--- src/rtl/dmem_arbiter.sv ---
// Two-port arbiter in front of the single-port data memory: port 0 has priority,
// port 1 wins after MAX_WAIT consecutive stalled cycles; responses follow one cycle later.
module dmem_arbiter #(
    parameter int unsigned MEM_WORDS = 4096,
    parameter int unsigned MAX_WAIT  = 4
) (
    input  logic        clk,
    input  logic        rst,
    input  logic        p0_req,
    input  logic        p0_we,
    input  logic [31:0] p0_addr,
    input  logic [31:0] p0_wdata,
    input  logic [3:0]  p0_wstrb,
    output logic        p0_gnt,
    output logic        p0_rvalid,
    output logic [31:0] p0_rdata,
    output logic        p0_err,
    input  logic        p1_req,
    input  logic        p1_we,
    input  logic [31:0] p1_addr,
    input  logic [31:0] p1_wdata,
    input  logic [3:0]  p1_wstrb,
    output logic        p1_gnt,
    output logic        p1_rvalid,
    output logic [31:0] p1_rdata,
    output logic        p1_err,
    output logic [31:0] mem_addr,
    output logic [31:0] mem_sdata,
    output logic        mem_lenable,
    output logic [3:0]  mem_mask,
    input  logic [31:0] mem_ldata
);

    localparam logic [3:0] MaxWait = 4'(MAX_WAIT);

    typedef enum logic [1:0] {OwnNone, OwnP0, OwnP1} owner_e;

    owner_e      rsp_owner_q, rsp_owner_d;
    logic        rsp_err_q, rsp_err_d;
    logic [3:0]  wait_q, wait_d;
    logic [31:0] p0_rdata_q, p1_rdata_q;

    logic        any_gnt, sel_we, in_range;
    logic [31:0] sel_addr, sel_wdata;
    logic [3:0]  sel_wstrb;

    always_comb begin
        p0_gnt = 1'b0;
        p1_gnt = 1'b0;
        if (!rst) begin
            if (p0_req && p1_req) begin
                if (wait_q >= MaxWait) p1_gnt = 1'b1;
                else                   p0_gnt = 1'b1;
            end else begin
                p0_gnt = p0_req;
                p1_gnt = p1_req;
            end
        end
    end

    always_comb begin
        any_gnt   = p0_gnt | p1_gnt;
        sel_we    = 1'b0;
        sel_addr  = '0;
        sel_wdata = '0;
        sel_wstrb = '0;
        if (p0_gnt) begin
            sel_we    = p0_we;
            sel_addr  = p0_addr;
            sel_wdata = p0_wdata;
            sel_wstrb = p0_wstrb;
        end else if (p1_gnt) begin
            sel_we    = p1_we;
            sel_addr  = p1_addr;
            sel_wdata = p1_wdata;
            sel_wstrb = p1_wstrb;
        end
        in_range = ({2'b00, sel_addr[31:2]} < MEM_WORDS);
    end

    // Out-of-range accesses still complete the handshake but never reach the memory.
    always_comb begin
        mem_addr    = sel_addr;
        mem_sdata   = sel_wdata;
        mem_lenable = any_gnt && !sel_we && in_range;
        mem_mask    = (any_gnt && sel_we && in_range) ? sel_wstrb : 4'b0000;
    end

    always_comb begin
        rsp_owner_d = OwnNone;
        rsp_err_d   = 1'b0;
        if (any_gnt && (!sel_we || !in_range)) begin
            rsp_owner_d = p1_gnt ? OwnP1 : OwnP0;
            rsp_err_d   = !in_range;
        end
        wait_d = 4'd0;
        if (p1_req && !p1_gnt) begin
            wait_d = (wait_q == 4'hf) ? wait_q : wait_q + 4'd1;
        end
    end

    // Responses are squashed while reset is high so an in-flight load is dropped.
    always_comb begin
        p0_rvalid = (rsp_owner_q == OwnP0) && !rst;
        p1_rvalid = (rsp_owner_q == OwnP1) && !rst;
        p0_err    = p0_rvalid && rsp_err_q;
        p1_err    = p1_rvalid && rsp_err_q;
        p0_rdata  = p0_rvalid ? (rsp_err_q ? 32'd0 : mem_ldata) : p0_rdata_q;
        p1_rdata  = p1_rvalid ? (rsp_err_q ? 32'd0 : mem_ldata) : p1_rdata_q;
    end

    always_ff @(posedge clk) begin
        if (rst) begin
            rsp_owner_q <= OwnNone;
            rsp_err_q   <= 1'b0;
            wait_q      <= 4'd0;
            p0_rdata_q  <= 32'd0;
            p1_rdata_q  <= 32'd0;
        end else begin
            rsp_owner_q <= rsp_owner_d;
            rsp_err_q   <= rsp_err_d;
            wait_q      <= wait_d;
            p0_rdata_q  <= p0_rdata;
            p1_rdata_q  <= p1_rdata;
        end
    end

endmodule

--- config.mk ---
export PLATFORM = sky130hd
export DESIGN_NAME = dmem_arbiter
export DESIGN_NICKNAME = d
export VERILOG_FILES = /design/src/rtl/dmem_arbiter.sv
export SDC_FILE = /design/constraint.sdc
export NUM_CORES = 1
export LEC_CHECK = 0
export BUFFER_PORTS_ARGS = -buffer_cell sky130_fd_sc_hd__buf_2
export CAP_MARGIN = 20
export CORE_AREA = 4 4 119 121
export CTS_CLUSTER_SIZE = 30
export DETAILED_ROUTE_END_ITERATION = 6
export DIE_AREA = 0 0 123 125
export SYNTH_ARGS = -nofsm -noshare
export SYNTH_HDL_FRONTEND = slang
export SYNTH_SLANG_ARGS = --single-unit
--- constraint.sdc ---
create_clock -name clk -period 1.52 [get_ports clk]
set_input_delay 0.076 -clock clk [delete_from_list [all_inputs] [get_ports clk]]
set_output_delay 0.076 -clock clk [all_outputs]
set_load 0.05 [all_outputs]
# Word-level counts from Yosys, hierarchy flattened
# Index checks and enable logic that the tools add are counted.
# Widths: inputs -> output; s select.
# word_totals
regBits	71
inputBits	174
out_inout_bits	139
elab_cells	51
# classes
addsub	1
n_lt_le_gt_ge	2
eq_ne	3
muxes	19
bitwise	3
n_reduce_logical	18
# ops
operator	n
$mux 32	7
$lt 30x13->1 const B	1
$mux 4	3
$logic_and 1x1->1	11
$mux 1	8
$add 4x1->4 const B	1
$eq 4x4->1 const B	1
$ge 4x3->1 const B	1
$logic_not 1->1	4
$reduce_or 2->1	2
$eq 2x1->1 const B	1
$eq 2x2->1 const B	1
$mux 2	1
$not 1->1	2
$logic_or 1x1->1	1
$or 1x1->1	1

# Longest topological paths before layout
# logic_depth
word_depth	12
ltp_mapped	6
ltp_nobuf	4

# Least setup slack after synthesis
# Ideal clock, no wire load.
# synth_timing
path_type	register to output
start	reg wait_q[2]
end	out mem_mask[3]
arrival_ns	2.535
required_time_ns	1.444
slack_ns	-1.091
path_stages_with_launch	6
path_buffers	1
path_cell_list	dfxtp_1 o21a_1 nor3b_4 buf_4 a22oi_1 nor4_1
# synth_between
elab_chain_cells	9
elab_cells_between_ends	18
# synth_rtl
item	line_no	text
start, declared	40	logic [3:0] wait_q, wait_d;
start signal, assigned	122	wait_q <= wait_d;
$ge 4x3->1 *	52	if (wait_q >= MaxWait) p1_gnt = 1'b1;
$mux 1	52	
$mux 1	51	if (p0_req && p1_req) begin
$mux 1	50	if (!rst) begin
$mux 32 or $mux 1 (tied branches)	72	end else if (p1_gnt) begin
$mux 32 or $mux 1 (tied branches)	67	if (p0_gnt) begin
$lt 30x13->1 or $logic_and 1x1->1 (tied branches)	78, 86	
$logic_and 1x1->1	86	mem_mask = (any_gnt && sel_we && in_range) ? sel_wstrb : 4'b0000;
$mux 4 *	86	
end, declared	30	output logic [3:0] mem_mask,
# Every way passes the cells marked *; elsewhere a longest branch is shown, timed or not.

# Worst setup path after layout
# layout_timing
start	reg wait_q[3]
end	out mem_lenable
# layout_between
elab_chain_cells	9
elab_cells_between_ends	16
# layout_rtl
item	line_no	text
$ge 4x3->1 *	52	
parallel branches: the longest is 7 deep, another holds $lt 30x13->1	-	
$logic_and 1x1->1 *	85	mem_lenable = any_gnt && !sel_we && in_range;
end, declared	29	output logic mem_lenable,
# Mark *: on every way between the ends.

==> impl_metrics.tcl <==
set metrics [dict create \
    status "finished, violations left" \
    failed_checks "setup timing" \
    synth_top_area_share_pct 38.3 \
    dp_hpwl_mm 16.2 \
    drv_cap 0 \
    holdCritPathClass "in -> reg" \
    netlist_instances 458 \
    cts_buffer_depth 2 \
    power_density_mw_per_mm2 733 \
    criticalPathCategory "reg -> out" \
    numPlacedInstances 961 \
    die_area_mm2 0.0154 \
    cts_htree_levels 3 \
    syn_nets 633 \
    wire_per_inst_um 25.0 \
    peakVddDrop_v 0.000518 \
    grt.overflow.total 0 \
    routed_wl_mm 26.0 \
    fin_crit_ns 2.08 \
    cp_data_arrival_time_ns 2.01 \
    area_growth_pct 187 \
    startpoint "wait_q[3]" \
    vias_per_cell 5.26 \
    rsz0062_at_grt "true" \
    core_mm2 0.0131 \
    ys_seq_area_share_pct 38.3 \
    die_h_um 125 \
    cts-root-buf "clkbuf_16" \
    grtUsageMet2_pct 54.0 \
    dpl_worst_slack_ns -0.275 \
    drive_above_1_share_pct 79.7 \
    cp-start-kind "flip-flop" \
    ant_nets 0 \
    antenna_found_initial 4 \
    insertion_delay_ns 0.34 \
    synth_seq_cells 71 \
    post-synth-top-area-cell "dfxtp_1" \
    worstMarginPinSlew_ns 0.804 \
    slew_violations 0 \
    p_leak_nw 4.64 \
    worst_path_max_delay_cell "dfxtp_2" \
    grt_pass1_vias 5916 \
    final_common_cell "buf_2" \
    layout.nets 1031 \
    cts.hold.buffers_added 0 \
    grt_max_degree 42 \
    slowest_delay_ns 0.34 \
    clkSinkCount 71 \
    final.setup_skew_ns 0.00303 \
    crit_path_max_fanout 5 \
    drtPass1Iterations 4 \
    std_cell_rows 42 \
    whs_ns 0.124 \
    min_period_over_period_pct 137 \
    initial_core_util_pct 28.3 \
    die_w_um 123 \
    drtIter0Drc 285 \
    gp_congestion 0.932 \
    required_ns 1.44 \
    cts_tree "yes" \
    finalInstanceArea_mm2 0.0106 \
    nFillCells 710 \
    path_cells "buf_6 -> nor3b_4 -> nor3b_2 -> a211o_1 -> nor4_4 -> buf_12" \
    max_slew_margin_pct 46.4 \
    via_count 5480 \
    synth.avg_cell_area_um2 8.10 \
    reg2reg_from "rsp_owner_q[0]" \
    dpl_cell_area_mm2 0.00699 \
    netlist_area_mm2 0.00371 \
    io_buffers 312 \
    numCtsBuffers 9 \
    setup_viol_count_final 182 \
    most-common-layout-cells "buf_2, buf_6, buf_8" \
    grt_util_met1_pct 33.7 \
    path_clk_slew_ns 0.06 \
    stdcell_count 1041 \
    endpoint_kind "output port" \
    grt_use_met3_pct 10.0 \
    yosysWarnings 0 \
    grtUsageTotal_pct 30.3 \
    max_freq_mhz 481 \
    hold_viol 0 \
    synth_area_leaders "dfxtp_1, a22o_1, nor2b_1, nand2_1, o21ai_0" \
    setup_ws_ns -0.561 \
    num_io_pins 313 \
    drc 0 \
    worstHoldStart "p1_we" \
    top_usage_layer "met2" \
    ys_types 41 \
    grt_pass1_wl_mm 35.4 \
]
==> cell usage after synthesis <==
cell,number
clkinv_1,1
o21ai_0,31
or3_1,1
buf_2,15
a21oi_1,1
nor4_2,1
a22oi_1,2
buf_6,2
nor4bb_1,2
nand4_1,1
and4bb_2,1
o22a_1,1
or3b_1,1
o22ai_1,2
nor2b_1,64
o31a_1,1
nor2_2,1
conb_1,1
dfxtp_1,71
nand2b_4,1
nand3b_1,1
nand2_1,98
nor2_1,4
nor3b_1,3
o21ai_2,6
a22o_1,64
or3b_4,1
nand3_1,2
clkbuf_1,19
o2bb2ai_1,1
nor4_1,13
nor3b_4,2
nand2b_1,2
and2_1,4
ha_1,1
nor3_1,1
buf_4,3
o21a_1,2
a211o_1,1
o21ai_1,27
inv_1,2
==> worst max-delay path: cells and delay by family, from the launching register on <==
kind,cells,cell delay (ns)
AO/OA/AOI/OAI,1,0.28
AND/OR/NAND/NOR,3,0.75
buffers and inverters,2,0.30
flip-flops,1,0.34
==> area by class of cell <==
cell class | count | area [um2] | share of cell area [%]
clock buffer | 11 | 253 | 2.38
tap | 176 | 220 | 2.07
clock inverter | 5 | 128 | 1.20
timing repair buffer | 425 | 4550 | 42.8
antenna | 4 | 10.0 | 0.0942
sequential | 71 | 1430 | 13.4
inverter | 3 | 28.8 | 0.271
multi-input combinational | 346 | 4010 | 37.7
==> cell families (layout without fill, tap and decap cells) <==
| family | count (synthesis) | after routing | share of synthesized area [%] |
|---|---|---|---|
| and+or+nand+nor | 204 | 205 | 29.2 |
| AOI/OAI and AO/OA | 139 | 139 | 26.6 |
| DFF | 71 | 71 | 38.3 |
| buffers and inverters | 42 | 444 | 5.47 |
| adders and majority gates | 1 | 1 | 0.337 |
| other | 1 | 5 | 0.101 |
==> flip-flops by register name, summed over array words and instances, names as in the netlist <==
name / cells
p0_rdata_q: 32
p1_rdata_q: 32
wait_q: 4
rsp_owner_q: 2
rsp_err_q: 1
==> final timing paths <==
check                    to  cells past startpoint  slack [ns]
max             mem_lenable                      6       -0.56
min          rsp_owner_q[1]                      3        0.12
max reg2reg  p0_rdata_q[28]                      8       -0.22
min reg2reg       wait_q[0]                      1        0.43
==> per-layer routing <==
| layer | part of all wire [%] | vias up |
|---|---|---|
| li1 | - | 2428 |
| met1 | 35 | 2735 |
| met2 | 53 | 250 |
| met3 | 8.3 | 65 |
| met4 | 3.7 | 2 |
| met5 | 0.050 | - |
==> power by group <==
group	internal, mW	leakage (nW)	switching (mW)
registers	1.91	0.576	0.0386
clock network	1.86	0.182	0.826
logic	1.41	3.88	1.74
==> per-stage QoR <==
| step | total power, mW | utilization [%] | TNS, ns |
|---|---|---|---|
| after floorplan | 3.37 | - | -3.77 |
| after global placement | 4.11 | 53.4 | -15.45 |
| after detailed placement | 4.13 | 53.4 | -16.44 |
| after CTS | 7.49 | 74.2 | -59.48 |
| after global routing | 8.02 | 81.2 | -67.68 |
| final | 7.78 | 81.2 | -57.82 |
==> what timing repair did <==
item	CTS	global route
buffers inserted	35	17
pin swaps	55	64
cloned	20	6
setup endpoints to repair	140	206
gates resized for setup	441	195
(Power assumes the default switching activity.)
